===== src/rtl/dmem_arb_pkg.sv =====
// Shared types and defaults for the dmem round-robin arbiter.
// The optional atomic-hold feature is enabled with DMEM_ATOMIC_EN.
package dmem_arb_pkg;

  localparam int NCORE_DEF = 4;
  localparam int AW_DEF    = 16;
  localparam int DW_DEF    = 16;

  typedef enum logic [1:0] {
    IDLE   = 2'd0,
    ACCESS = 2'd1,
    RESP   = 2'd2
  } state_e;

  // Low bit of core `core`'s field inside a flattened per-core bus.
  function automatic int slice_lo(input int core, input int width);
    return core * width;
  endfunction

endpackage


===== src/rtl/dmem_arbiter_rr_pick.sv =====
// Combinational round-robin picker: first eligible index at or above ptr_i,
// wrapping at N.
module rr_pick #(
  parameter int N  = 4,
  parameter int IW = 2
) (
  input  logic [N-1:0]  elig_i,
  input  logic [IW-1:0] ptr_i,
  output logic [N-1:0]  gnt_o,
  output logic [IW-1:0] idx_o,
  output logic          any_o
);

  logic [IW:0] cand;

  // NOTE: every output and temporary gets a default first, so no path through this block infers a latch.
  always_comb begin
    gnt_o = '0;
    idx_o = '0;
    any_o = 1'b0;
    cand  = '0;
    for (int k = 0; k < N; k++) begin
      cand = {1'b0, ptr_i} + (IW+1)'(k);
      if (cand >= (IW+1)'(N)) cand = cand - (IW+1)'(N);
      if (!any_o && elig_i[cand[IW-1:0]]) begin
        any_o               = 1'b1;
        idx_o               = cand[IW-1:0];
        gnt_o[cand[IW-1:0]] = 1'b1;
      end
    end
  end

endmodule


===== src/rtl/dmem_arbiter.sv =====
// Round-robin arbiter sharing one synchronous single-port dmem between NCORE cores.
// Defining DMEM_ATOMIC_EN adds the lock port for atomic read-modify-write holds.
module dmem_arbiter
  import dmem_arb_pkg::*;
#(
  parameter int NCORE = NCORE_DEF,
  parameter int AW    = AW_DEF,
  parameter int DW    = DW_DEF
) (
  input  logic                CLK,
  input  logic                RST,
  input  logic [NCORE-1:0]    req,
  input  logic [NCORE-1:0]    we,
  input  logic [NCORE*AW-1:0] addr,
  input  logic [NCORE*DW-1:0] wdata,
`ifdef DMEM_ATOMIC_EN
  input  logic [NCORE-1:0]    lock,
`endif
  output logic [NCORE-1:0]    ack,
  output logic [NCORE-1:0]    rvalid,
  output logic [DW-1:0]       rdata,
  output logic [AW-1:0]       mem_address,
  output logic [DW-1:0]       mem_data,
  output logic                mem_wren,
  input  logic [DW-1:0]       mem_q
);

  localparam int IW = (NCORE > 1) ? $clog2(NCORE) : 1;

  state_e           state_q, state_d;
  logic [IW-1:0]    ptr_q, ptr_d;
  logic [IW-1:0]    gnt_q, gnt_d;
  logic [NCORE-1:0] gnt_oh_q, gnt_oh_d;
  logic [NCORE-1:0] ack_q, ack_d;
  logic [NCORE-1:0] rvalid_q, rvalid_d;
  logic [DW-1:0]    rdata_q, rdata_d;
  logic [AW-1:0]    mem_address_q, mem_address_d;
  logic [DW-1:0]    mem_data_q, mem_data_d;
  logic             mem_wren_q, mem_wren_d;
`ifdef DMEM_ATOMIC_EN
  logic             locked_q, locked_d;
`endif

  logic [NCORE-1:0] elig;
  logic [NCORE-1:0] pick_oh;
  logic [IW-1:0]    pick_idx;
  logic             pick_any;
  logic [AW-1:0]    sel_addr;
  logic [DW-1:0]    sel_wdata;
  logic             sel_we;

  // The core being acked this cycle still holds req, so mask it out.
  always_comb begin
    elig = req & ~ack_q;
`ifdef DMEM_ATOMIC_EN
    if (locked_q && lock[gnt_q]) elig = elig & gnt_oh_q;
`endif
  end

  rr_pick #(
    .N  (NCORE),
    .IW (IW)
  ) u_pick (
    .elig_i (elig),
    .ptr_i  (ptr_q),
    .gnt_o  (pick_oh),
    .idx_o  (pick_idx),
    .any_o  (pick_any)
  );

  always_comb begin
    sel_addr  = '0;
    sel_wdata = '0;
    sel_we    = 1'b0;
    for (int i = 0; i < NCORE; i++) begin
      if (pick_idx == IW'(i)) begin
        sel_addr  = addr[slice_lo(i, AW) +: AW];
        sel_wdata = wdata[slice_lo(i, DW) +: DW];
        sel_we    = we[i];
      end
    end
  end

  always_comb begin
    state_d       = state_q;
    ptr_d         = ptr_q;
    gnt_d         = gnt_q;
    gnt_oh_d      = gnt_oh_q;
    ack_d         = '0;
    rvalid_d      = '0;
    rdata_d       = rdata_q;
    mem_address_d = mem_address_q;
    mem_data_d    = mem_data_q;
    mem_wren_d    = 1'b0;
`ifdef DMEM_ATOMIC_EN
    locked_d      = locked_q;
`endif
    unique case (state_q)
      IDLE: begin
`ifdef DMEM_ATOMIC_EN
        if (locked_q && !lock[gnt_q]) locked_d = 1'b0;
`endif
        if (pick_any) begin
          gnt_d         = pick_idx;
          gnt_oh_d      = pick_oh;
          mem_address_d = sel_addr;
          mem_data_d    = sel_wdata;
          mem_wren_d    = sel_we;
          state_d       = ACCESS;
        end
      end
      ACCESS: begin
        ptr_d = (gnt_q == IW'(NCORE-1)) ? '0 : gnt_q + IW'(1);
`ifdef DMEM_ATOMIC_EN
        // A locked core keeps the pointer and exclusive eligibility.
        locked_d = lock[gnt_q];
        if (lock[gnt_q]) ptr_d = ptr_q;
`endif
        if (mem_wren_q) begin
          ack_d   = gnt_oh_q;
          state_d = IDLE;
        end else begin
          state_d = RESP;
        end
      end
      RESP: begin
        rdata_d  = mem_q;
        ack_d    = gnt_oh_q;
        rvalid_d = gnt_oh_q;
        state_d  = IDLE;
      end
      default: state_d = IDLE;
    endcase
  end

  // NOTE: sequential state uses non-blocking assignments so every register samples pre-edge values.
  always_ff @(posedge CLK) begin
    if (RST) begin
      state_q       <= IDLE;
      ptr_q         <= '0;
      gnt_q         <= '0;
      gnt_oh_q      <= '0;
      ack_q         <= '0;
      rvalid_q      <= '0;
      rdata_q       <= '0;
      mem_address_q <= '0;
      mem_data_q    <= '0;
      mem_wren_q    <= 1'b0;
`ifdef DMEM_ATOMIC_EN
      locked_q      <= 1'b0;
`endif
    end else begin
      state_q       <= state_d;
      ptr_q         <= ptr_d;
      gnt_q         <= gnt_d;
      gnt_oh_q      <= gnt_oh_d;
      ack_q         <= ack_d;
      rvalid_q      <= rvalid_d;
      rdata_q       <= rdata_d;
      mem_address_q <= mem_address_d;
      mem_data_q    <= mem_data_d;
      mem_wren_q    <= mem_wren_d;
`ifdef DMEM_ATOMIC_EN
      locked_q      <= locked_d;
`endif
    end
  end

  assign ack         = ack_q;
  assign rvalid      = rvalid_q;
  assign rdata       = rdata_q;
  assign mem_address = mem_address_q;
  assign mem_data    = mem_data_q;
  assign mem_wren    = mem_wren_q;

endmodule

===== config.mk =====
export PLATFORM = sky130hd
export DESIGN_NAME = dmem_arbiter
export DESIGN_NICKNAME = d
export VERILOG_FILES = /design/src/rtl/dmem_arb_pkg.sv /design/src/rtl/dmem_arbiter_rr_pick.sv /design/src/rtl/dmem_arbiter.sv
export SDC_FILE = /design/constraint.sdc
export NUM_CORES = 1
export LEC_CHECK = 0
export BUFFER_PORTS_ARGS = -buffer_cell sky130_fd_sc_hd__clkbuf_2
export CAP_MARGIN = 20
export CELL_PAD_IN_SITES_DETAIL_PLACEMENT = 0
export CELL_PAD_IN_SITES_GLOBAL_PLACEMENT = 1
export CORE_AREA = 2 2 146 105
export DETAILED_ROUTE_END_ITERATION = 16
export DIE_AREA = 0 0 148 107
export GPL_ROUTABILITY_DRIVEN = 0
export PLACE_DENSITY_LB_ADDON = 0.1
export SYNTH_ARGS = -nofsm -noshare
export SYNTH_HDL_FRONTEND = slang
export SYNTH_SLANG_ARGS = --single-unit

===== constraint.sdc =====
create_clock -name CLK -period 2.5 [get_ports CLK]
set_clock_uncertainty 0.1 [all_clocks]
set_input_delay 0.125 -clock CLK [delete_from_list [all_inputs] [get_ports CLK]]
set_output_delay 0.125 -clock CLK [all_outputs]
set_load 0.005 [all_outputs]

==> metrics.md <==
| Metric | Value |
|---|---|
| Vias | `4253` |
| Worst flop-to-flop path endpoint | `mem_address[3]` |
| IO Port Bufs | `210` |
| Share of layout cells above drive strength 1 | `44.5%` |
| Status | `finished, final reports clean` |
| Static leakage power | `3.07 nW` |
| Sw Pwr | `1.47 mW` |
| Nets | `831` |
| Total wire length | `14800 µm` |
| Starting Density | `29.5%` |
| Syn Inst Count | `441` |
| Yosys cell types | `46` |
| Yosys top cell by area | `dfxtp_1` |
| CP endpoint kind | `register` |
| Hold Path Class | `in2reg` |
| Sequential-to-total area share from yosys stat | `31.5%` |
| Gr usage total | `18.5%` |
| Crit Path Class | `reg2reg` |
| Fmax | `422 MHz` |
| Die Area | `0.0158 mm²` |
| Commonest non-fill, non-tap cell in the layout | `clkbuf_2` |
| Ys flop type | `dfxtp_1` |
| Fin cells | `865` |
| DP Cell Count | `829` |
| Avg Synthesized Cell Area | `9.67 µm²` |
| # IOs | `211` |
| Synth Warn # | `0` |
| R2R cell count | `11` |
| Post-synthesis instance area | `0.00426 mm²` |
| 1st-pass router iterations | `4` |
| CP max FO | `10` |
| Setup slack, reg-to-reg | `0.13 ns` |
| Critical Path RT | `2.60 ns` |
| Clock Tree Root | `clkbuf_16` |
| Slew Limit Headroom | `61.7%` |
| Grt ovf | `0` |
| Die H | `107 µm` |
| Total CTS buffers | `9` |
| Critical hold path startpoint | `addr[39]` |
| Worst Hold Path EP | `mem_address[7]` |
| Routed WL per cell | `17.1 µm` |
| Setup violators final | `0` |
| Antenna diodes | `0` |
| Post-synth EDFFs | `0` |
| Syn nets | `607` |
| Combinational Power Share | `36.9%` |
| Max_cap viols | `0` |
| Worst-Margin Slew | `0.572 ns` |
| Largest net degree at the start of global routing | `39` |
| TNS Setup | `0 ns` |
| Core area | `0.0144 mm²` |
| DR DRC count | `0` |
| Commonest non-fill, non-tap cells in the layout | `clkbuf_2 (210), dfxtp_1 (66), mux2i_1 (52)` |
| H-tree Lvls | `3` |
| Chip width | `148 µm` |
| Iteration-0 DRC Markers | `198` |
| RR Startpoint | `ptr_q[1]` |
| ANT nets after route | `0` |
| Synthesized flop and latch total | `67` |
| Rows | `37` |
| CTS tree | `yes` |
| Top cell type's share of synthesized area | `31.5%` |
| Slew Viols, Final | `0` |
| Vias per inst | `4.92` |
| Total power divided by cell area | `720 mW/mm²` |
| Initial antenna violation count | `0` |
| Final Power | `4.48 mW` |
| Fin crit period | `2.37 ns` |
| # clock sinks | `67` |
| Clk_lat worst skew | `0.33 ns` |
| Arrival time at the worst endpoint | `2.47 ns` |
| Setup ws final | `0.131 ns` |
| Sequential power share | `29.8%` |
| Async S/R FF share, synth | `0%` |
| Vias in the first global route | `4368` |
| P_int | `3.01 mW` |
| Clk pwr share | `33.2%` |
| Fin crit share | `94.8%` |
| Max VDD drop | `346 µV` |
| CTS Buffer Depth | `2` |
| RSZ-0062 raised after global routing | `false` |
| Switching Share | `32.9%` |
| Pre-CTS setup slack | `0.113 ns` |
| Area Overhead vs Synth | `46.1%` |
| Final hold violation count | `0` |
| Synth top area cells | `dfxtp_1 (31%), mux2i_1 (12%), a221oi_2 (11%), a211oi_1 (6.3%), and2_1 (6.0%)` |
| Min-Delay Path Depth | `3` |
| Post-detail-place hpwl | `10600 µm` |
| Clock-pin slew on the worst setup and hold paths | `0.06 ns` |
| First-pass GRT wire length | `23100 µm` |
| Crit path launch type | `register` |
==> cells by family after synthesis <==
kind of cell,after synthesis,synth area share (%)
adder cells (fa/ha/maj),12,3.52
multiplexers,54,13.3
AO/OA/AOI/OAI,129,28.1
AND/OR/NAND/NOR,136,18.4
buffers and inverters,43,5.28
flip-flops,67,31.5
==> worst max path at each step <==
stage	start	to	slack, ns	cells past startpoint
after floorplan	ptr_q[1]	mem_address[11]	0.03	11
after global placement	ptr_q[1]	mem_address[3]	0.14	10
after detailed placement	ptr_q[1]	mem_address[3]	0.11	10
after CTS	ptr_q[1]	mem_address[3]	0.09	10
after global routing	ptr_q[1]	mem_address[3]	0.008	9
final	ptr_q[1]	mem_address[3]	0.13	11
==> power groups by stage <==
| stage | Clock, mW | Sequential, mW | Combinational, mW |
|---|---|---|---|
| 6_report | 1.49 | 1.34 | 1.66 |
| 3_3_place_gp | 0 | 1.36 | 1.53 |
| 3_5_place_dp | 0 | 1.36 | 1.55 |
| 5_1_grt | 1.58 | 1.36 | 1.81 |
| 4_1_cts | 1.54 | 1.34 | 1.57 |
| 2_1_floorplan | 0 | 1.35 | 0.972 |
==> synthesized netlist by cell type (all sizes together), types with 2 or more instances <==
cell type,n
and3,33
nand3,4
o211ai,2
inv,4
buf,17
nor4,2
dfxtp,67
o21bai,32
nand2,7
nor2b,3
a211oi,36
nand2b,5
o21ai,2
nand4,2
mux4,2
nor2,30
a221oi,37
a21oi,8
and2b,2
mux2i,52
clkbuf,21
and2,41
a22oi,4
nor3,3
ha,12
nor3b,2
==> sequential cells by signal (all words and copies together) (netlist names) <==
register     cells
rvalid           4
mem_data        16
gnt_oh_q         4
ptr_q            2
gnt_q            2
state_q          2
mem_address     16
ack              4
rdata           16
mem_wren         1
==> metrics by stage <==
stage | utilization [%] | hold slack (ns) | cell area (µm²)
after detailed placement | 38.9 | 0.268 | 5620
final | 43.1 | 0.0301 | 6230
after global routing | 43.1 | 0.0383 | 6230
after floorplan | - | 0.172 | 4290
after CTS | 42.5 | 0.0221 | 6130
after global placement | 38.9 | 0.262 | 5620
==> worst max-delay path, stage by stage (launching register included) <==
cell and delay [ns]:
dfxtp_1 0.35, clkinv_2 0.08, ha_4 0.30, nor2_1 0.05, and4_1 0.21, o31ai_2 0.22
nand3_1 0.18, buf_4 0.19, a21oi_4 0.16, buf_12 0.15, buf_8 0.16, a221oi_2 0.07
==> layout make-up <==
class,instances,area (µm²)
repair buffers,251,1540
flip-flops and latches,67,1340
multi-input cells,331,2740
well taps,195,244
inverters,5,20.0
clock buffers,10,239
clock inverters,6,113
fillers,1489,8210
==> per-layer routing <==
metal	vias to the layer above	wire [µm]	GRT usage [%]
li1	2120	-	-
met1	1977	7450	25.0
met2	146	6310	29.3
met3	10	891	4.85
met4	0	140	5.03
met5	-	0	0
==> repair_timing <==
item / CTS / global route
resized for setup: 0 / 4
endpoints found under the hold margin: 16 / 0
hold buffers: 16 / 0
setup endpoints to repair: 0 / 33
buffers inserted: 0 / 1
(Power assumes the default switching activity.)
